--- config.mk ---
export PLATFORM = sky130hd
export DESIGN_NAME = result_packer_flat
export DESIGN_NICKNAME = d
export VERILOG_FILES = /design/src/rtl/result_packer_if.sv /design/src/rtl/result_packer.sv /design/src/flat_wrapper.sv
export SDC_FILE = /design/constraint.sdc
export NUM_CORES = 1
export LEC_CHECK = 0
export CAP_MARGIN = 20
export CORE_UTILIZATION = 65
export DETAILED_ROUTE_END_ITERATION = 8
export PLACE_DENSITY_LB_ADDON = 0.2
export SYNTH_ARGS = -nofsm -noshare
export SYNTH_HDL_FRONTEND = slang
export SYNTH_SLANG_ARGS = --single-unit
export TNS_END_PERCENT = 1
--- constraint.sdc ---
create_clock -name clk -period 29.4 [get_ports clk]
set_clock_uncertainty 0.05 [all_clocks]
set_input_delay 2.94 -clock clk [delete_from_list [all_inputs] [get_ports clk]]
set_output_delay 2.94 -clock clk [all_outputs]
set_load 0.02 [all_outputs]
--- src/rtl/result_packer_if.sv ---
// Result-word stream in, packed 64-bit beat stream out, grouped as one bundle.
// The slave modport is the packer's view; master is the producer/consumer view.
interface result_packer_if;
  logic        res_valid;
  logic [31:0] res_data;
  logic        res_ready;
  logic        dst_valid;
  logic [63:0] dst_data;
  logic        dst_last;
  logic        dst_ready;

  modport master (
    output res_valid, res_data, dst_ready,
    input  res_ready, dst_valid, dst_data, dst_last
  );

  modport slave (
    input  res_valid, res_data, dst_ready,
    output res_ready, dst_valid, dst_data, dst_last
  );
endinterface

--- src/rtl/result_packer.sv ---
// Packs a frame of 32-bit result words into 64-bit beats through a FWFT FIFO.
// One-cycle push-to-valid latency; a full FIFO stalls the producer via res_ready.

module result_packer_fifo #(
  parameter int W     = 65,
  parameter int DEPTH = 16
) (
  input  logic         clk,
  input  logic         rst,
  input  logic         push,
  input  logic [W-1:0] push_dat,
  input  logic         pop,
  output logic [W-1:0] head,
  output logic         empty,
  output logic         full
);
  localparam int AW = $clog2(DEPTH);
  localparam logic [AW:0] FULL_CNT = (AW+1)'(DEPTH);

  logic [W-1:0]  mem [DEPTH];
  logic [AW-1:0] wr_ptr;
  logic [AW-1:0] rd_ptr;
  logic [AW:0]   count;
  logic          do_push;
  logic          do_pop;

  assign do_push = push & ~full;
  assign do_pop  = pop & ~empty;
  assign empty   = (count == '0);
  assign full    = (count == FULL_CNT);
  // Head reads as zero when empty so the output bus is clean after reset.
  assign head    = empty ? '0 : mem[rd_ptr];

  always_ff @(posedge clk) begin
    if (rst) begin
      wr_ptr <= '0;
      rd_ptr <= '0;
      count  <= '0;
    end else begin
      if (do_push) wr_ptr <= wr_ptr + 1'b1;
      if (do_pop)  rd_ptr <= rd_ptr + 1'b1;
      case ({do_push, do_pop})
        2'b10:   count <= count + 1'b1;
        2'b01:   count <= count - 1'b1;
        default: count <= count;
      endcase
    end
  end

  always_ff @(posedge clk) begin
    if (do_push) mem[wr_ptr] <= push_dat;
  end
endmodule

module result_packer #(
  parameter int DEPTH = 16,
  parameter int LEN_W = 16
) (
  input  logic             clk,
  input  logic             rst,
  input  logic             start,
  input  logic [LEN_W-1:0] frame_len,
  output logic             busy,
  result_packer_if.slave   bus
);
  typedef enum logic [1:0] {IDLE, RUN, DRAIN} state_t;

  typedef struct packed {
    logic        last;
    logic [63:0] data;
  } beat_t;

  localparam logic [LEN_W-1:0] LEN_ONE = LEN_W'(1);

  state_t           state;
  state_t           next_state;
  logic [LEN_W-1:0] len_q;
  logic [LEN_W-1:0] word_cnt;
  logic [31:0]      holder;
  logic             accept;
  logic             last_word;
  logic             launch;
  logic             push;
  logic             pop;
  logic             full;
  logic             empty;
  beat_t            push_beat;
  beat_t            head_beat;

  assign accept    = bus.res_valid & bus.res_ready;
  assign last_word = (word_cnt == len_q - LEN_ONE);
  assign launch    = (state == IDLE) & start & (frame_len != '0);
  // A beat closes on every odd word, or early on the final word of an odd frame.
  assign push      = accept & (word_cnt[0] | last_word);
  assign pop       = bus.dst_valid & bus.dst_ready;

  always_comb begin
    push_beat.last = last_word;
    push_beat.data = word_cnt[0] ? {bus.res_data, holder} : {32'h0, bus.res_data};
  end

  always_ff @(posedge clk) begin
    if (rst) state <= IDLE;
    else     state <= next_state;
  end

  always_comb begin
    next_state = state;
    case (state)
      IDLE:    if (launch) next_state = RUN;
      RUN:     if (accept && last_word) next_state = DRAIN;
      DRAIN:   if (pop && bus.dst_last) next_state = IDLE;
      default: next_state = IDLE;
    endcase
  end

  always_comb begin
    bus.res_ready = (state == RUN) & ~full;
    busy          = (state != IDLE);
  end

  always_ff @(posedge clk) begin
    if (rst) begin
      len_q    <= '0;
      word_cnt <= '0;
      holder   <= '0;
    end else if (launch) begin
      len_q    <= frame_len;
      word_cnt <= '0;
      holder   <= '0;
    end else if (accept) begin
      word_cnt <= word_cnt + LEN_ONE;
      if (!word_cnt[0]) holder <= bus.res_data;
    end
  end

  result_packer_fifo #(
    .W     ($bits(beat_t)),
    .DEPTH (DEPTH)
  ) u_fifo (
    .clk      (clk),
    .rst      (rst),
    .push     (push),
    .push_dat (push_beat),
    .pop      (pop),
    .head     (head_beat),
    .empty    (empty),
    .full     (full)
  );

  assign bus.dst_valid = ~empty;
  assign bus.dst_data  = head_beat.data;
  assign bus.dst_last  = head_beat.last;
endmodule
--- src/flat_wrapper.sv ---
// flat-port wrapper written by rule: the top's interface ports become plain ports
module result_packer_flat 
#(
  parameter int DEPTH = 16,
  parameter int LEN_W = 16
)
  (clk, rst, start, frame_len, busy, bus_res_valid, bus_res_data, bus_dst_ready, bus_res_ready, bus_dst_valid, bus_dst_data, bus_dst_last);
  result_packer_if bus_i ();
  input  logic clk;
  input  logic rst;
  input  logic start;
  input  logic [LEN_W-1:0] frame_len;
  output logic busy;
  input wire logic [$bits(bus_i.res_valid)-1:0] bus_res_valid;
  input wire logic [$bits(bus_i.res_data)-1:0] bus_res_data;
  input wire logic [$bits(bus_i.dst_ready)-1:0] bus_dst_ready;
  output wire logic [$bits(bus_i.res_ready)-1:0] bus_res_ready;
  output wire logic [$bits(bus_i.dst_valid)-1:0] bus_dst_valid;
  output wire logic [$bits(bus_i.dst_data)-1:0] bus_dst_data;
  output wire logic [$bits(bus_i.dst_last)-1:0] bus_dst_last;
  assign bus_i.res_valid = bus_res_valid;
  assign bus_i.res_data = bus_res_data;
  assign bus_i.dst_ready = bus_dst_ready;
  assign bus_res_ready = bus_i.res_ready;
  assign bus_dst_valid = bus_i.dst_valid;
  assign bus_dst_data = bus_i.dst_data;
  assign bus_dst_last = bus_i.dst_last;
  result_packer #(.DEPTH(DEPTH), .LEN_W(LEN_W)) u_core (.clk(clk), .rst(rst), .start(start), .frame_len(frame_len), .busy(busy), .bus(bus_i));
endmodule
# Word level (Yosys, flattened, before mapping)
# Memories as Yosys holds them, arrays and structs flattened. A register that Yosys moved wholly into a read port is not among the register bits.
# Index checks and enable logic that the tools add are counted.
[word_totals]
wordCells = 56
mem_count = 1
out_inout_bits = 68
ff_bits = 79
in_bits = 53
ram_bits = 1040
[memory_table]
columns = ["memory", "words", "word_bits", "rd", "rd_ports_with_merged_regs", "write_ports", "line", "text"]
rows = [
  ["u_core.u_fifo.mem", 16, 65, 1, 1, 1, "result_packer.sv:20", "logic [W-1:0] mem [DEPTH];"],
]
[classes]
n_reduce_logical = 10
bitwise_logic = 12
n_eq_ne = 9
add_sub_neg = 6
mux = 11
[op_table]
columns = ["op", "n"]
rows = [
  ["2-to-1 mux 65 bit", 1],
  ["2-to-1 mux 64 bit", 1],
  ["adder 16 x 1 -> 16 bit, second input constant", 1],
  ["equality test 16 bit", 1],
  ["nonzero test 16 bit", 1],
  ["subtractor 16 x 1 -> 16 bit, second input constant", 1],
  ["one-hot mux 5 bit (2 select lines)", 1],
  ["adder 4 x 1 -> 4 bit, second input constant", 2],
  ["bitwise AND 1 bit", 8],
  ["2-to-1 mux 4 bit", 2],
  ["2-to-1 mux 2 bit", 3],
  ["inequality test 2 x 1 -> 1 bit, second input constant", 3],
  ["one-hot mux 2 bit (3 select lines)", 1],
  ["adder 5 x 1 -> 5 bit, second input constant", 1],
  ["equality test 5 bit, second input constant", 1],
  ["zero test 5 bit", 1],
  ["subtractor 5 x 1 -> 5 bit, second input constant", 1],
  ["equality test 2 x 1 -> 1 bit, second input constant", 2],
  ["equality test 2 bit, second input constant", 2],
  ["nonzero test 2 bit", 2],
  ["NOT 1 bit", 3],
  ["AND reduction 3 bit", 1],
  ["logical AND 1 bit", 2],
  ["zero test 2 bit", 1],
  ["4 further kinds", 5],
]

# Depth between registers and ports, before layout
[depth]
ltp_word = 8
ltp_mapped = 22
depth_no_buf = 18

# Modules after synthesis
# A second synthesis with hierarchy kept.
[hier_totals]
hier_cells = 2159
area_unflattened_um2 = 44119.8
[by_module_without_submodules]
columns = ["module", "seq_area_each_um2", "cells_each", "instances", "area_each_um2"]
rows = [
  ["result_packer_fifo", 31570.3, 1711, 1, 40430.0],
  ["result_packer", 1321.3, 448, 1, 3689.8],
]

# Least setup slack after synthesis
# Ideal clock, no wire load.
[synth_path]
path_type = "input to register"
from = "in bus_res_valid"
to = "mem u_core.u_fifo.mem[0][0], enable pin"
t_arrival_ps = 9824
n_path_buf = 1
setup_time_ps = 648
required_time_ps = 28702
cell_stages = 6
slack_ps = 18877
cell_sequence = "and2_1 -> clkbuf_1 -> nand2_1 -> o31ai_4 -> inv_2 -> nor4_1"
[synth_via]
elab_chain_cells = 5
[synth_lines]
columns = ["item", "line", "text"]
rows = [
  ["from (decl)", "flat_wrapper.sv:14", "input wire logic [$bits(bus_i.res_valid)-1:0] bus_res_valid;"],
  ["bitwise AND 1 bit", "result_packer.sv:90", "assign accept = bus.res_valid & bus.res_ready;"],
  ["bitwise AND 1 bit", "result_packer.sv:94", "assign push = accept & (word_cnt[0] | last_word);"],
  ["bitwise AND 1 bit", "result_packer.sv:27", "assign do_push = push & ~full;"],
  ["2-to-1 mux 1 bit", "result_packer.sv:51", "if (do_push) mem[wr_ptr] <= push_dat;"],
  ["2-to-1 mux 1 bit (implied by the code)", "result_packer.sv:51", ""],
  ["to (decl)", "result_packer.sv:20", ""],
]
# Every way passes these cells.

==> results.ini <==
[critical_path]
r2r_cells = 12
crit_path_max_incr_delay_ns = 0.83
slowest_stage = buf_4
crit_type = register to output pin
path_cells = buf_4, buf_4, mux4_2, mux4_2, and2_1, clkdlybuf4s50_1
cp_top_family = buffers and inverters
r2r_start = u_core.len_q[0]
crit_arrival_ns = 4.96
setup.worst_path.start_class = register
critPathMaxFanout = 48
worst-path-buf-inv = 3
crit_path_end_kind = output pin
r2r_end = u_core.u_fifo.mem[6][33]
regToRegSetupSlack_ns = 24.01
crit_required_ns = 26.41
path_depth = 6

[die]
die_w_um = 262
die-height_um = 262
pin_count = 121
num_rows = 95
dieArea_um2 = 68800
core_um2 = 67200
initial_utilization_pct = 65.6

[power_and_ir_drop]
combPwrFrac_pct = 2.7
sw_frac_of_total_pct = 20.1
pwr-share-clk_pct = 42.0
powerDensity_nw_per_um2 = 63.5
totalPowerFinal_mw = 3.16
p_int_mw = 2.53
p_sw_mw = 0.634
leakage_nw = 14.9
peakVddDrop_uv = 47.5
sequentialPowerShare_pct = 55.3

[global_routing]
grt.total_usage_pct = 30.7
gr-total-overflow = 0
antenna_found_initial = 7
grt_first_pass_wirelength_um = 151000
grt_pass1_vias = 22500
grt_start_max_net_pins = 144

[logic_synthesis]
synth-edff-count = 1040
synth.cell_area_um2 = 44000
yosys.area.top_type = edfxtp_1
synth.avg_cell_area_um2 = 21.0
yosysWarnings = 0
synth_top_cell_area_share_pct = 70.9
synth_ff_type = edfxtp_1
ys_async_sr_fraction_pct = 0
ys_ff_latch = 1123
synth_most_common_cell = edfxtp_1
ys_seq_area_share_pct = 74.7
syn_inst = 2100
synth_common_cells = edfxtp_1 (1,040), mux4_2 (325), and2_1 (99)
synthesis.nets = 2164
yosysUniqueCellTypes = 58
synthTopCellsByArea = edfxtp_1 (71%), mux4_2 (17%), dfxtp_1 (3.8%)

[final_layout]
nets = 2321
final_layout_size_suffix_gt1_share_pct = 25.7
finalInstanceArea_um2 = 49800
post-route-util_pct = 74.1
num-fill-cells = 3598
area_delta_synth_final_pct = 13.0

[route]
drtPass1Iterations = 5
drc = 0
routed_via_density = 6.87
drt-initial-drc-count = 2900
routed_wl_um = 103000
vias = 22100
wire_per_inst_um = 32.0
ant_nets = 0

[sta]
rsz0062_at_grt = false
relSlewSlack_pct = 27.7
fin_setup_tns_ns = 0
setup_viol = 0
min_period_ns = 7.95
period_share_pct = 27.0
slew_viol_final = 0
holdWs_ns = 0.408
max_freq_mhz = 126
hold_viol_final = 0
tightest_slew_ns = 1.08

[clock_network]
cts-resized-gates = 0
cts_tree = built
clk_latency_ns = 0.66
cts_setup_buffers = 0
clkTransAtPathRegs_ns = 0.06
cts_buffer_depth = 3
cts_hold_buf = 0
cts_made_buffers = 106
clock_sinks = 1123
clockRootBuffer = clkbuf_16
h-tree-depth = 3

[min_path]
hold_end = u_core.holder[30]
min_from = u_core.holder[30]
hp-class = register to register
min_path_cells = 2

[placed_design]
gp_congestion = 0.801
placed_cell_area_um2 = 46400
port_buffers = 120
dp_hpwl_um = 52600

[job]
maxCapViolations = 0

[run_status]
status = complete, no violations

flip-flops by register name, indices dropped and copies added, names as in the netlist, named ones only:
| name | count |
|---|---|
| u_core.word_cnt | 16 |
| u_core.u_fifo.rd_ptr | 4 |
| u_core.u_fifo.mem | 1040 |
| u_core.len_q | 16 |
| u_core.u_fifo.count | 5 |
| u_core.state | 2 |
| u_core.holder | 32 |
| u_core.u_fifo.wr_ptr | 4 |
cells by family after synthesis:
kind of cell             after synthesis  synth area share [%]
AO/OA/AOI/OAI                         82                  1.16
XOR/XNOR                              36                 0.716
adder cells (fa/ha/maj)               11                 0.313
buffers and inverters                138                  1.20
flip-flops                          1123                  74.7
multiplexers                         379                  17.9
AND/OR/NAND/NOR                      331                  3.97
worst max path at each step:
stage,start,endpoint
6_report,register,bus_dst_data[42]
3_5_place_dp,register,bus_dst_data[42]
2_1_floorplan,bus_res_valid,u_core.u_fifo.mem[0][0]
5_1_grt,register,bus_dst_data[42]
3_3_place_gp,register,bus_dst_data[42]
4_1_cts,register,bus_dst_data[42]
layout make-up:
cell class | instances | area, um2 | area share, %
clock inverter | 61 | 498 | 1.00
antenna | 4 | 10.0 | 0.0201
sequential | 1123 | 32900 | 66.1
multi-input combinational | 839 | 10700 | 21.5
tap | 873 | 1090 | 2.19
timing repair buffer | 172 | 1610 | 3.24
inverter | 15 | 56.3 | 0.113
clock buffer | 134 | 2870 | 5.77
routing by layer:
layer | GRT usage [%] | routed length [um] | vias up
li1 | - | - | 8950
met1 | 43.7 | 39400 | 11700
met2 | 49.8 | 51500 | 1333
met3 | 5.41 | 9630 | 162
met4 | 9.16 | 2520 | 2
met5 | 0 | 13 | -
worst register-to-register path: stages, from the launching register on:
cell and delay, ns:
dfxtp_1 0.40, inv_1 0.13, ha_1 0.34, nor3b_1 0.75, xnor2_1 0.22, a31oi_1 0.17, a41o_1 0.26, or4b_4 0.54
o31ai_4 0.28, inv_2 0.26, nor3_2 0.22, buf_4 0.79, buf_4 0.61
stage by stage:
step	setup slack (ns)	std cells
2_1_floorplan	18.88	2100
3_3_place_gp	22.06	3021
3_5_place_dp	22.00	3021
4_1_cts	21.31	3216
5_1_grt	21.12	3217
6_report	21.45	3221
power by group through the flow:
stage | sequential [mW] | clock, mW | combinational [mW]
finish | 1.75 | 1.33 | 0.0857
global route | 1.75 | 1.40 | 0.0904
CTS | 1.75 | 1.34 | 0.0845
detailed placement | 1.78 | 0 | 0.0840
global placement | 1.78 | 0 | 0.0805
floorplan | 1.78 | 0 | 0.0508
cells in the final DEF, fill, tap and decap left out, types with 3 or more instances in the layout:
cell type / Yosys / final
or3_1: 6 / 6
nor2b_1: 7 / 7
mux2i_1: 19 / 19
inv_1: 14 / 14
clkbuf_16: 0 / 109
dfxtp_4: 0 / 4
edfxtp_1: 1040 / 1040
nand3_1: 8 / 8
nor2_1: 50 / 49
xor2_1: 23 / 23
nand2_1: 85 / 85
nor3_2: 0 / 12
or4_1: 3 / 3
clkinvlp_4: 0 / 8
nor4_1: 15 / 11
clkbuf_1: 89 / 20
nor4_2: 1 / 5
buf_4: 0 / 49
ha_1: 11 / 11
o21ai_0: 7 / 7
clkinv_1: 0 / 17
clkinv_2: 0 / 27
xnor2_1: 13 / 13
clkbuf_8: 0 / 5
dfxtp_1: 83 / 78
nand2b_1: 10 / 8
bufinv_16: 0 / 7
nand4_1: 14 / 14
mux4_2: 325 / 325
mux2_2: 35 / 35
nor3_1: 18 / 6
a21oi_1: 48 / 48
diode_2: 0 / 4
clkdlybuf4s50_1: 0 / 120
and2_1: 99 / 99
(Power assumes the default switching activity.)
==> edit, RTL diff (same settings) <==
Encoding of `state_t`: now one-hot (3 bits for 3 states).
--- a/src/rtl/result_packer.sv
+++ b/src/rtl/result_packer.sv
@@ -64,5 +64,5 @@
   result_packer_if.slave   bus
 );
-  typedef enum logic [1:0] {IDLE, RUN, DRAIN} state_t;
+  typedef enum logic [2:0] {IDLE = 3'b001, RUN = 3'b010, DRAIN = 3'b100} state_t;
 
   typedef struct packed {
Behaviour: no difference found for any inputs over 4 cycles, from zero or initial values and one cycle with rst high; so few cycles prove little.
==> edit against the unedited design <==
Fmax fell by 2.1%; utilization rose by 1.0 points; sequential cell count grew 1; cell area increased by 0.17%; largest cell class unchanged; first-iteration DRC count down 1.0%; wire length grew 1.5%; clock power up 6%; worst setup slack got worse by 0.17 ns; non-clock buffer count down 10; power rose by 1.3%; sequential share of layout area decreased by 0.069 points; via count hardly changed; critical endpoint is now bus_dst_data[0]; synthesized area shrank 0.32%.
==> edit: results (changes against the unedited design) <==
critical_path:
  worstPathMaxFanout: 125  # was 48
  r2r-end: "u_core.u_fifo.mem[11][62]$_DFFE_PP_"  # was u_core.u_fifo.mem[6][33]$_DFFE_PP_
  worstPathArrival_ns: 5.12  # was 4.96 ns
  rrSetupSlack_ns: 24.03  # was 24.01 ns
  r2r.worst_path.cells: 11  # was 12
  worstSetupPathType: "flip-flop to output port"  # unchanged
  regToRegStartpoint: "u_core.len_q[0]$_SDFFE_PP0P_"  # unchanged
  worstSetupEndpoint: "bus_dst_data[0]"  # was bus_dst_data[42]
power:
  p_leak_nw: 15.9  # was 14.9 nW
  ir_drop_mv: 0.0495  # was 0.0475 mV
timing:
  worst_pin_slew_ns: 1.17  # was 1.08 ns
cts:
  htree_levels: 3  # unchanged
  root_buffer: "clkbuf_16"  # unchanged
  clock_latency_ns: 0.66  # about the same
  clk_pin_slew_ns: 0.06  # about the same
  cts-resized-gates: 0  # unchanged
  clockBufferDepth: 3  # unchanged
  numCtsBuffers: 109  # was 106
  cts_setup_buffers: 0  # unchanged
grt:
  grt_pass1_vias: 22600  # was 22,500
  antenna_found_initial: 6  # was 7
  grt_max_degree: 126  # was 144
  grtUsageTotal_pct: 31.3  # was 30.7%
  grt_pass1_wl_um: 151000  # about the same
routing:
  firstDrtPassIters: 5  # unchanged
  via_per_inst: 6.92  # was 6.87
  post_drt_wl_per_cell_um: 32.7  # was 32.0 um
  dr.first_iter.drc_count: 2870  # was 2,900
  routed_wl_um: 105000  # was 103,000 um
logic_synthesis:
  synth-edff-count: 1040  # unchanged
  yosysUniqueCellTypes: 47  # was 58
  synthFlopType: "edfxtp_1"  # unchanged
  syn_nets: 2150  # was 2,164
  synth_area_leaders: "edfxtp_1 (71%), mux4_2 (17%), dfxtp_1 (3.8%), and2_1 (1.4%), mux2_2 (0.85%)"  # was edfxtp_1 (71%), mux4_2 (17%), dfxtp_1 (3.8%), and2_1 (1.4%), mux2_2 (0.89%)
  syn_inst: 2086  # was 2,100
  ys_seq_area_share_pct: 75.0  # was 74.7%
  async_reset_ff_share_pct: 0  # unchanged
  synth_common_cells: "edfxtp_1 (1,040), mux4_2 (325), and2_1 (99)"  # unchanged
  ys_warn_count: 0  # unchanged
layout:
  largestRegisters: "u_core.u_fifo.mem (1040), u_core.holder (32)"  # unchanged
  drive_above_1_share_pct: 25.4  # was 25.7%
  finalNetCount: 2305  # was 2,321
placed_design:
  hpwl_um: 53000  # was 52,600 um
  gp_congestion: 0.800  # was 0.801
  place_inst: 2992  # was 3,021
  io_buffers: 120  # unchanged
  dpl_cell_area_um2: 46200  # was 46,400 um2
outcome:
  status: "finished clean"  # unchanged
worst_hold_path:
  min-delay-start: "u_core.holder[24]$_SDFFE_PP0P_"  # was u_core.holder[30]$_SDFFE_PP0P_
  holdCritPathClass: "flip-flop to flip-flop"  # unchanged
-- edit: cell count changes after synthesis, sizes merged, moves of 4 or more --
cell,before,now
a21oi,48,53
buf,32,38
clkbuf,91,80
nand4,14,10
nor2,50,59
nor2b,7,0
nor3,18,12
nor4,16,9
-- edit: kinds of logic (layout without fill, tap and decap cells) --
| group | after synthesis | count (layout) | share of synthesized area (%) |
|---|---|---|---|
| multiplexers | 375 | 375 | 17.9 |
| other | 0 | 1 | 0 |
| XOR/XNOR | 36 | 36 | 0.718 |
| AO/OA/AOI/OAI | 86 | 86 | 1.16 |
| AND/OR/NAND/NOR | 321 | 321 | 3.77 |
| adder cells (fa/ha/maj) | 11 | 11 | 0.314 |
| flip-flops | 1124 | 1124 | 75.0 |
| buffers and inverters | 133 | 379 | 1.15 |
-- edit: where the power goes --
part	leakage, nW	total (mW)	internal (mW)	switching (mW)
Clock	1.76	1.41	0.828	0.581
Sequential	10.7	1.74	1.74	0.00314
Combinational	3.45	0.0530	0.0185	0.0345
-- edit: through the flow --
step	util, %	hold slack, ns	power (mW)	setup WS [ns]
finish	75.1	0.405	3.20	21.29
global route	75.1	0.417	3.27	20.84
CTS	75.1	0.405	3.21	20.78
detailed placement	69.6	0.393	1.82	21.48
global placement	69.6	0.388	1.82	21.52
floorplan	-	0.383	1.80	20.63
-- edit: worst min path at each step --
| stage | endpoint | cells past startpoint |
|---|---|---|
| after floorplan | u_core.holder[0]$_SDFFE_PP0P_ | 2 |
| after global placement | u_core.holder[10]$_SDFFE_PP0P_ | 2 |
| after detailed placement | u_core.holder[24]$_SDFFE_PP0P_ | 2 |
| after CTS | u_core.holder[20]$_SDFFE_PP0P_ | 2 |
| after global routing | u_core.holder[16]$_SDFFE_PP0P_ | 2 |
| final | u_core.holder[24]$_SDFFE_PP0P_ | 2 |
-- edit: routing by layer --
metal,vias up,track usage (%),part of all wire [%]
met3,207,7.33,10
li1,8881,-,-
met1,11700,42.4,37
met4,6,11.1,3.1
met2,1372,50.7,50
met5,-,0,0.034
-- edit: area by class of cell --
type,count,area [um2]
flip-flops and latches,1124,32900
clock inverters,59,632
inverters,15,56.3
well taps,864,1080
clock buffers,143,2990
fillers,3526,16500
repair buffers,162,1560
diodes,1,2.50
multi-input cells,829,10600
-- edit: critical path: stages, from the launching register on --
cell and delay, ns:
dfxtp_4 0.52, buf_16 0.32, buf_4 0.80, buf_12 0.81
mux4_2 0.62, mux4_2 0.47, and2_1 0.22, clkdlybuf4s50_1 0.56
